===== src/rtl/dma_pkg.sv =====
// Shared DMA package: FSM state encoding, AXI constants and burst-split limits
// used by both the read and write engines.
package dma_pkg;

  typedef enum logic [2:0] {
    ST_IDLE,
    ST_CALC,
    ST_AR_HANDSHAKE,
    ST_R_BURST,
    ST_DONE
  } dma_state_e;

  localparam logic [1:0] AXI_BURST_INCR = 2'b01;
  localparam logic [2:0] AXI_SIZE_4B    = 3'b010;
  localparam logic [1:0] AXI_RESP_OKAY  = 2'b00;

  localparam int DMA_4K_BYTES        = 4096;
  localparam int DMA_MAX_BURST_BYTES = 1024;

endpackage


===== src/rtl/dma_read_engine_if.sv =====
// AXI4 read-channel bundle (AR + R) between the DMA read engine and memory.
//   master : engine side (drives AR payload/valid and RREADY)
//   slave  : memory side (drives ARREADY and the R payload/valid)
interface dma_read_engine_if #(
  parameter int ADDR_WIDTH = 32,
  parameter int DATA_WIDTH = 32
);
  logic [ADDR_WIDTH-1:0] araddr;
  logic [7:0]            arlen;
  logic [2:0]            arsize;
  logic [1:0]            arburst;
  logic                  arvalid;
  logic                  arready;
  logic [DATA_WIDTH-1:0] rdata;
  logic [1:0]            rresp;
  logic                  rlast;
  logic                  rvalid;
  logic                  rready;

  modport master (
    output araddr, arlen, arsize, arburst, arvalid, rready,
    input  arready, rdata, rresp, rlast, rvalid
  );

  modport slave (
    input  araddr, arlen, arsize, arburst, arvalid, rready,
    output arready, rdata, rresp, rlast, rvalid
  );
endinterface


===== src/rtl/dma_burst_calc.sv =====
// Burst splitter: bytes = min(len_left, bytes to next 4KB page, 1024).
//   addr_i       : low 12 bits of the current byte address
//   len_left_i   : bytes still to transfer
//   bytes_o      : bytes in the next burst (multiple of 4, 4..1024)
//   len_minus1_o : AXI LEN field (beats-1) for that burst
module dma_burst_calc
  import dma_pkg::*;
(
  input  logic [11:0] addr_i,
  input  logic [31:0] len_left_i,
  output logic [10:0] bytes_o,
  output logic [7:0]  len_minus1_o
);
  logic [12:0] to_4k;
  logic [12:0] cap;
  logic [8:0]  words;

  // 1..4096 bytes remain in the current page; never zero since addr_i < 4096
  assign to_4k = 13'(DMA_4K_BYTES) - {1'b0, addr_i};
  assign cap   = (to_4k < 13'(DMA_MAX_BURST_BYTES)) ? to_4k : 13'(DMA_MAX_BURST_BYTES);

  // cap <= 1024, so whichever side wins fits in 11 bits
  assign bytes_o      = (len_left_i < {19'd0, cap}) ? len_left_i[10:0] : cap[10:0];
  assign words        = bytes_o[10:2];
  assign len_minus1_o = 8'(words - 9'd1);
endmodule


===== src/rtl/dma_read_engine.sv =====
// DMA read engine (AXI4 MM2S): reads a contiguous region in bursts that never
// cross a 4KB page nor exceed 256 beats, one burst outstanding at a time, and
// streams each R beat straight into a downstream FIFO.
// Ports:
//   clk, rst_n           : clock, async active-low reset
//   i_start              : start pulse (honoured in IDLE only)
//   i_base_addr          : source byte address, 64B aligned
//   i_total_len          : bytes to read, nonzero multiple of 4
//   o_done               : one-cycle completion pulse
//   o_error              : sticky error flag
//   o_fifo_wdata/o_fifo_wen, i_fifo_full : FIFO write port
//   m_axi                : AXI read channels (master modport)
// Build option: define DMA_RD_RESP_CHECK_EN to flag non-OKAY RRESP and
// RLAST/beat-count disagreement in o_error.
module dma_read_engine
  import dma_pkg::*;
#(
  parameter int ADDR_WIDTH = 32,
  parameter int DATA_WIDTH = 32
) (
  input  logic                  clk,
  input  logic                  rst_n,
  input  logic                  i_start,
  input  logic [ADDR_WIDTH-1:0] i_base_addr,
  input  logic [31:0]           i_total_len,
  output logic                  o_done,
  output logic                  o_error,
  output logic [DATA_WIDTH-1:0] o_fifo_wdata,
  output logic                  o_fifo_wen,
  input  logic                  i_fifo_full,
  dma_read_engine_if.master     m_axi
);
  dma_state_e            state_q, state_d;
  logic [ADDR_WIDTH-1:0] addr_q;
  logic [31:0]           len_q;
  logic [7:0]            beat_q;
  logic [10:0]           bytes_q;
  logic [ADDR_WIDTH-1:0] araddr_q;
  logic [7:0]            arlen_q;
  logic                  error_q;

  logic [10:0] calc_bytes;
  logic [7:0]  calc_len_m1;
  logic        arg_bad;
  logic        ar_valid, r_ready, done;
  logic        r_hs, last_beat;

  dma_burst_calc u_calc (
    .addr_i       (addr_q[11:0]),
    .len_left_i   (len_q),
    .bytes_o      (calc_bytes),
    .len_minus1_o (calc_len_m1)
  );

  assign arg_bad   = (i_base_addr[5:0] != 6'd0) || (i_total_len[1:0] != 2'd0) ||
                     (i_total_len == 32'd0);
  assign r_hs      = m_axi.rvalid && r_ready;
  // The beat counter, not RLAST, decides where a burst ends
  assign last_beat = r_hs && (beat_q == arlen_q);

  always_ff @(posedge clk or negedge rst_n) begin
    if (!rst_n) state_q <= ST_IDLE;
    else        state_q <= state_d;
  end

  always_comb begin
    state_d  = state_q;
    ar_valid = 1'b0;
    r_ready  = 1'b0;
    done     = 1'b0;
    case (state_q)
      ST_IDLE:         if (i_start && !arg_bad) state_d = ST_CALC;
      ST_CALC:         state_d = ST_AR_HANDSHAKE;
      ST_AR_HANDSHAKE: begin
        ar_valid = 1'b1;
        if (m_axi.arready) state_d = ST_R_BURST;
      end
      ST_R_BURST: begin
        // Full FIFO stalls the slave in the same cycle so no beat is dropped
        r_ready = !i_fifo_full;
        if (last_beat) state_d = (len_q == 32'(bytes_q)) ? ST_DONE : ST_CALC;
      end
      ST_DONE: begin
        done    = 1'b1;
        state_d = ST_IDLE;
      end
      default: state_d = ST_IDLE;
    endcase
  end

  always_ff @(posedge clk or negedge rst_n) begin
    if (!rst_n) begin
      addr_q   <= '0;
      len_q    <= '0;
      beat_q   <= '0;
      bytes_q  <= '0;
      araddr_q <= '0;
      arlen_q  <= '0;
      error_q  <= 1'b0;
    end else begin
      case (state_q)
        ST_IDLE: if (i_start) begin
          if (arg_bad) begin
            error_q <= 1'b1;
          end else begin
            error_q <= 1'b0;
            addr_q  <= i_base_addr;
            len_q   <= i_total_len;
          end
        end
        // AR payload is registered here so it holds steady while ARVALID waits
        ST_CALC: begin
          araddr_q <= addr_q;
          arlen_q  <= calc_len_m1;
          bytes_q  <= calc_bytes;
        end
        ST_AR_HANDSHAKE: if (m_axi.arready) beat_q <= '0;
        ST_R_BURST: if (r_hs) begin
          beat_q <= beat_q + 8'd1;
          if (beat_q == arlen_q) begin
            addr_q <= addr_q + ADDR_WIDTH'(bytes_q);
            len_q  <= len_q - 32'(bytes_q);
          end
`ifdef DMA_RD_RESP_CHECK_EN
          if ((m_axi.rresp != AXI_RESP_OKAY) || (m_axi.rlast != (beat_q == arlen_q)))
            error_q <= 1'b1;
`endif
        end
        default: ;
      endcase
    end
  end

`ifndef DMA_RD_RESP_CHECK_EN
  logic unused_resp;
  assign unused_resp = ^{m_axi.rresp, m_axi.rlast};
`endif

  assign m_axi.araddr  = araddr_q;
  assign m_axi.arlen   = arlen_q;
  assign m_axi.arsize  = AXI_SIZE_4B;
  assign m_axi.arburst = AXI_BURST_INCR;
  assign m_axi.arvalid = ar_valid;
  assign m_axi.rready  = r_ready;

  assign o_fifo_wdata = m_axi.rdata;
  assign o_fifo_wen   = r_hs;
  assign o_done       = done;
  assign o_error      = error_q;
endmodule


===== src/flat_wrapper.sv =====
// flat-port wrapper written by rule: the top's interface ports become plain ports
module dma_read_engine_flat import dma_pkg::*;
#(
  parameter int ADDR_WIDTH = 32,
  parameter int DATA_WIDTH = 32
)
  (clk, rst_n, i_start, i_base_addr, i_total_len, o_done, o_error, o_fifo_wdata, o_fifo_wen, i_fifo_full, m_axi_araddr, m_axi_arlen, m_axi_arsize, m_axi_arburst, m_axi_arvalid, m_axi_rready, m_axi_arready, m_axi_rdata, m_axi_rresp, m_axi_rlast, m_axi_rvalid);
  dma_read_engine_if #(.ADDR_WIDTH(ADDR_WIDTH), .DATA_WIDTH(DATA_WIDTH)) m_axi_i ();
  input  logic clk;
  input  logic rst_n;
  input  logic i_start;
  input  logic [ADDR_WIDTH-1:0] i_base_addr;
  input  logic [31:0] i_total_len;
  output logic o_done;
  output logic o_error;
  output logic [DATA_WIDTH-1:0] o_fifo_wdata;
  output logic o_fifo_wen;
  input  logic i_fifo_full;
  output wire logic [$bits(m_axi_i.araddr)-1:0] m_axi_araddr;
  output wire logic [$bits(m_axi_i.arlen)-1:0] m_axi_arlen;
  output wire logic [$bits(m_axi_i.arsize)-1:0] m_axi_arsize;
  output wire logic [$bits(m_axi_i.arburst)-1:0] m_axi_arburst;
  output wire logic [$bits(m_axi_i.arvalid)-1:0] m_axi_arvalid;
  output wire logic [$bits(m_axi_i.rready)-1:0] m_axi_rready;
  input wire logic [$bits(m_axi_i.arready)-1:0] m_axi_arready;
  input wire logic [$bits(m_axi_i.rdata)-1:0] m_axi_rdata;
  input wire logic [$bits(m_axi_i.rresp)-1:0] m_axi_rresp;
  input wire logic [$bits(m_axi_i.rlast)-1:0] m_axi_rlast;
  input wire logic [$bits(m_axi_i.rvalid)-1:0] m_axi_rvalid;
  assign m_axi_araddr = m_axi_i.araddr;
  assign m_axi_arlen = m_axi_i.arlen;
  assign m_axi_arsize = m_axi_i.arsize;
  assign m_axi_arburst = m_axi_i.arburst;
  assign m_axi_arvalid = m_axi_i.arvalid;
  assign m_axi_rready = m_axi_i.rready;
  assign m_axi_i.arready = m_axi_arready;
  assign m_axi_i.rdata = m_axi_rdata;
  assign m_axi_i.rresp = m_axi_rresp;
  assign m_axi_i.rlast = m_axi_rlast;
  assign m_axi_i.rvalid = m_axi_rvalid;
  dma_read_engine #(.ADDR_WIDTH(ADDR_WIDTH), .DATA_WIDTH(DATA_WIDTH)) u_core (.clk(clk), .rst_n(rst_n), .i_start(i_start), .i_base_addr(i_base_addr), .i_total_len(i_total_len), .o_done(o_done), .o_error(o_error), .o_fifo_wdata(o_fifo_wdata), .o_fifo_wen(o_fifo_wen), .i_fifo_full(i_fifo_full), .m_axi(m_axi_i));
endmodule

===== config.mk =====
export PLATFORM = sky130hd
export DESIGN_NAME = dma_read_engine_flat
export DESIGN_NICKNAME = d
export VERILOG_FILES = /design/src/rtl/dma_pkg.sv /design/src/rtl/dma_read_engine_if.sv /design/src/rtl/dma_burst_calc.sv /design/src/rtl/dma_read_engine.sv /design/src/flat_wrapper.sv
export SDC_FILE = /design/constraint.sdc
export NUM_CORES = 1
export LEC_CHECK = 0
export CAP_MARGIN = 20
export CORE_MARGIN = 4
export CORE_UTILIZATION = 57
export CTS_CLUSTER_SIZE = 40
export DETAILED_ROUTE_END_ITERATION = 16
export PLACE_DENSITY = 0.88
export SYNTH_ARGS = -nofsm -noshare
export SYNTH_HDL_FRONTEND = slang
export SYNTH_HIERARCHICAL = 1
export SYNTH_SLANG_ARGS = --single-unit

===== constraint.sdc =====
create_clock -name clk -period 12.3 [get_ports clk]
set_clock_uncertainty 0.05 [all_clocks]
set_input_delay 3.075 -clock clk [delete_from_list [all_inputs] [get_ports clk]]
set_output_delay 3.075 -clock clk [all_outputs]
set_load 0.05 [all_outputs]

---- Word-level counts from Yosys, hierarchy flattened ----
Cells that the tools add are included.
word-level totals
  register bits after elaboration ......... 127
  output and inout port bits .............. 82
  logic and storage cells ................. 69
operators by class
  add/sub/neg operators ................... 5
  magnitude comparators ................... 2
  eq/ne operators ......................... 13
  mux-type cells .......................... 24
  reductions and logical operators ........ 17
operators with widths
  cell                    count
  $mux 32                 8
  $pmux 32 s2             2
  $add 32x11->32          1
  $eq 32x11->1            1
  $logic_not 32->1        1
  $lt 32x13->1            1
  $sub 32x11->32          1
  $mux 8                  2
  $pmux 8 s2              1
  $lt 13x11->1 const B    1
  $mux 13                 1
  $sub 13x12->13 const A  1
  $mux 3                  4
  $pmux 3 s4              1
  $mux 11                 1
  $add 8x1->8 const B     1
  $eq 8x8->1              1
  $ne 2x1->1 const B      4
  $sub 8x1->8 const B     1
  $eq 3x2->1 const B      2
  $ne 2x2->1 const B      3
  $reduce_and 3->1        2
  $reduce_bool 2->1       3
  $reduce_bool 6->1       1
  9 further kinds         16

---- Depth between registers and ports, before layout ----
  word-level depth ........................ 7
  depth in mapped cells ................... 21
  gate-level depth less buffers ........... 20

---- By module ----
The synthesis kept the hierarchy.
modules (own cells, without submodules)
  module           instances  cells an instance  area an instance (µm²)  seq. area each (µm²)
  dma_read_engine  1          857                7777.5                  3178.0
  dma_burst_calc   1          166                1213.7                  0.0

---- Worst setup path after synthesis ----
No wires, ideal clock.
  path type ............................... in2out
  from .................................... in i_fifo_full
  to ...................................... out m_axi_rready
  arrival time ............................ 3.729 ns
  required time ........................... 9.175 ns
  setup slack ............................. 5.446 ns
  cell stages on the path ................. 1
  path buffers ............................ 0
  cells stage by stage .................... nor2_1
between the ends
  cells in the longest elaborated chain, start to end .. 2
RTL lines
  item             line                   RTL
  from (decl)      flat_wrapper.sv:18     input logic i_fifo_full;
  $logic_not 1->1  dma_read_engine.sv:80  r_ready = !i_fifo_full;
  $mux 1           dma_read_engine.sv:71  case (state_q)
  to (decl)        flat_wrapper.sv:24     output wire logic [$bits(m_axi_i.rready)-1:0] m_axi_rready;
Every way passes these cells.

---- Worst setup path in the final report ----
  from .................................... in i_fifo_full
  to ...................................... out o_fifo_wen
between the ends
  cells in the longest elaborated chain, start to end .. 3
RTL lines
  item               line                   RTL
  $logic_not 1->1    dma_read_engine.sv:80
  $mux 1             dma_read_engine.sv:71
  $logic_and 1x1->1  dma_read_engine.sv:57  assign r_hs = m_axi.rvalid && r_ready;
  to (decl)          flat_wrapper.sv:17     output logic o_fifo_wen;
Every way passes these cells.

==> impl_metrics.toml <==
[setup_path]
critPathKind = "input port to output pin"
critPathRequiredTime_ps = 9170
crit_top_cell = "clkdlybuf4s50_1"
r2r-start = "u_core/addr_q[0]"
worstSetupStartpointType = "input port"
r2r_cells = 18
path_cells = "clkdlybuf4s50_1, nand3b_4, clkinv_4, clkdlybuf4s50_1"
rrSetupSlack_ps = 6370
rr_endpoint = "u_core/m_axi.arlen[6]"
max_stage_delay_ps = 800
cp.arrival_ps = 4590
cp_slowest_cell = "clkdlybuf4s50_1"
crit_family = "buffers and inverters"
critical_path_depth = 4
cp-end-kind = "output pin"
crit_fanout = 6
critical_path_buf_inv_count = 3

[global_routing]
grt_pass1_wl_mm = 40.4
grt_max_degree = 84
antenna_found_initial = 0
grt_usage_pct = 28.0
overflow = 0
grt_pass1_vias = 7925

[yosys]
synth-adder-area-share_pct = 5.46
syn-cell-area_um2 = 8990
syn_inst = 1023
synthSimpleGateAreaFrac_pct = 20.2
synthMuxAreaShare_pct = 8.91
synth_top_family_by_area = "simple AND/OR/NAND/NOR gates"
synth_xor_area_share_pct = 3.99
synth_compound_area_share_pct = 18.7
synth.avg_cell_area_um2 = 8.79
async_reset_ff_share_pct = 100
netlist.top_cell.by_area = "dfrtp_1"
synth_edf_count = 0
ys_seq_elements = 127
yosysTopAreaCellShare_pct = 35.3
ys_types = 79
ys.flop_type = "dfrtp_1"
ys_warn_count = 6
synth-seq-area-share_pct = 35.3
synth_area_leaders = "dfrtp_1 35%, mux2_2 6.0%, ha_1 5.0%"

[floorplanning]
die-area_um2 = 17800
rows = 45
coreArea_um2 = 15300
pin_count = 187
die_y_um = 134
initial_core_util_pct = 58.7
die_w_um = 134

[sta]
worst_pin_slew_ps = 1110
period_share_pct = 62.7
worst_slack_ps = 4580
timing.fmax_ghz = 0.130
drv_slew = 0
setup_viol = 0
rsz0062_at_grt = "no"
finalCriticalPeriod_ps = 7720
hold_viol_final = 0
slew_headroom_pct = 24.1
fin_tns_setup_ps = 0

[cells_and_area]
area_delta_synth_final_pct = 17.9
mostFrequentLayoutCells = "127 x dfrtp_1, 113 x clkdlybuf4s50_1, 101 x nand2_1"
layout_commonest_cell = "dfrtp_1"
final_nets = 1224
n_fill_cell = 1209
drive_above_1_share_pct = 9.87
antenna_cells = 0

[detailed_routing]
ant_nets = 0
drt-total-wl_mm = 25.5
drc = 0
first_pass_iters = 6
detail_route.wl_per_cell_um = 19.6
num_vias = 8294
first_iter_violations = 984
viasPerCell = 6.36

[worst_hold_path]
worstHoldStart = "u_core/m_axi.araddr[6]"
min_path_type = "register to register"
min_path_cells = 1
min_to = "u_core/m_axi.araddr[6]"

[cts]
root_buffer = "clkbuf_16"
tritoncts = "built"
h-tree-depth = 4
cts_setup_buffers = 0
clock_latency_ps = 430
cts_sinks = 127
ctsHoldBuffers = 0
ctsResizeCount = 0
clk_path_buf_depth = 2
cts_made_buffers = 17
clk_pin_slew_ps = 60

[power]
cellPowerDensity_nw_per_um2 = 274
p_leak_uw = 0.00457
peakVddDrop_v = 0.000155

[place]
portBuffers = 114
post-place-ws_ps = 4570
hpwlAfterDp_mm = 17.9
place.gp.congestion = 0.912

[job]
drv_cap = 0

[outcome]
status = "completed"
[registers in the layout (all words and copies together), names as in the netlist]
| name | flops |
|---|---|
| u_core/m_axi.arlen | 8 |
| u_core/bytes_q | 11 |
| u_core/state_q | 3 |
| u_core/beat_q | 8 |
| u_core/len_q | 32 |
| u_core/m_axi.araddr | 32 |
| u_core/addr_q | 32 |
| u_core/o_error | 1 |
[cell type report]
class / instances / area, um^2 / share of cell area, %
clock inverters: 9 / 154 / 1.45
flip-flops and latches: 127 / 3180 / 30.0
inverters: 32 / 125 / 1.18
multi-input cells: 782 / 5180 / 48.9
well taps: 211 / 264 / 2.49
repair buffers: 121 / 1210 / 11.4
clock buffers: 23 / 488 / 4.60
[per-stage QoR]
stage	utilization, %	area (um^2)	hold slack, ps	std cells	total power, uW
detailed placement	64.8	9930	446	1272	2310
finish	69.2	10600	454	1305	2910
CTS	69.0	10600	459	1304	2880
floorplan	-	9000	435	1026	1930
global placement	64.8	9930	439	1272	2260
global route	69.2	10600	479	1305	3100
[worst max-delay path by stage]
stage	from	to	slack (ps)
finish	i_fifo_full	o_fifo_wen	4580
floorplan	i_fifo_full	m_axi_rready	5450
global placement	i_fifo_full	o_fifo_wen	4580
CTS	i_fifo_full	o_fifo_wen	4580
detailed placement	i_fifo_full	o_fifo_wen	4570
global route	i_fifo_full	o_fifo_wen	4540
[cell families (layout without fill, tap and decap cells)]
family,after synthesis,count (layout)
AND/OR/NAND/NOR,356,356
adder cells (fa/ha/maj),38,38
flip-flops,127,127
XOR/XNOR,41,41
multiplexers,74,74
buffers and inverters,117,185
other,3,6
AO/OA/AOI/OAI,267,267
[synth_stat cells, types with 10 or more instances]
| cell | instances |
|---|---|
| o21ai_0 | 66 |
| buf_4 | 40 |
| xor2_1 | 25 |
| nor2_1 | 82 |
| nand4_1 | 14 |
| a21oi_1 | 82 |
| inv_1 | 31 |
| a21o_1 | 12 |
| and3_1 | 14 |
| clkbuf_1 | 28 |
| nor4_1 | 18 |
| dfrtp_1 | 127 |
| nand3_1 | 24 |
| mux2_2 | 48 |
| and2_1 | 10 |
| nand2_1 | 101 |
| o22ai_1 | 25 |
| ha_1 | 36 |
| mux2i_1 | 26 |
| nor3_1 | 31 |
| xnor2_1 | 16 |
[worst reg2reg max path, stage by stage (launching register included)]
cell	delay, ps
dfrtp_1	500
inv_1	140
ha_1	230
nor3b_1	360
nand3_1	140
mux2_2	400
or2_2	380
ha_1	310
a211oi_1	210
nor2_1	80
nor3_1	720
o21ai_4	410
mux2i_1	390
ha_1	360
and2_1	250
o21ai_0	130
a221oi_1	300
mux2i_1	150
mux2_2	310
[routing by layer]
layer | global-route usage (%) | routed length [um] | vias up | share of wire [%]
met1 | 36.1 | 10300 | 3963 | 40
li1 | - | - | 3805 | -
met3 | 6.72 | 2220 | 66 | 8.7
met2 | 47.0 | 12400 | 460 | 48
met5 | 0 | 0 | - | 0
met4 | 8.57 | 611 | 0 | 2.4
[power breakdown]
group          leakage [uW]  internal [uW]  switching [uW]  total (uW)
clock              0.000310            361             189         549
sequential          0.00158            557             205         761
combinational       0.00268            635             961        1600
total               0.00457           1550            1350        2910
(Power assumes the default switching activity.)
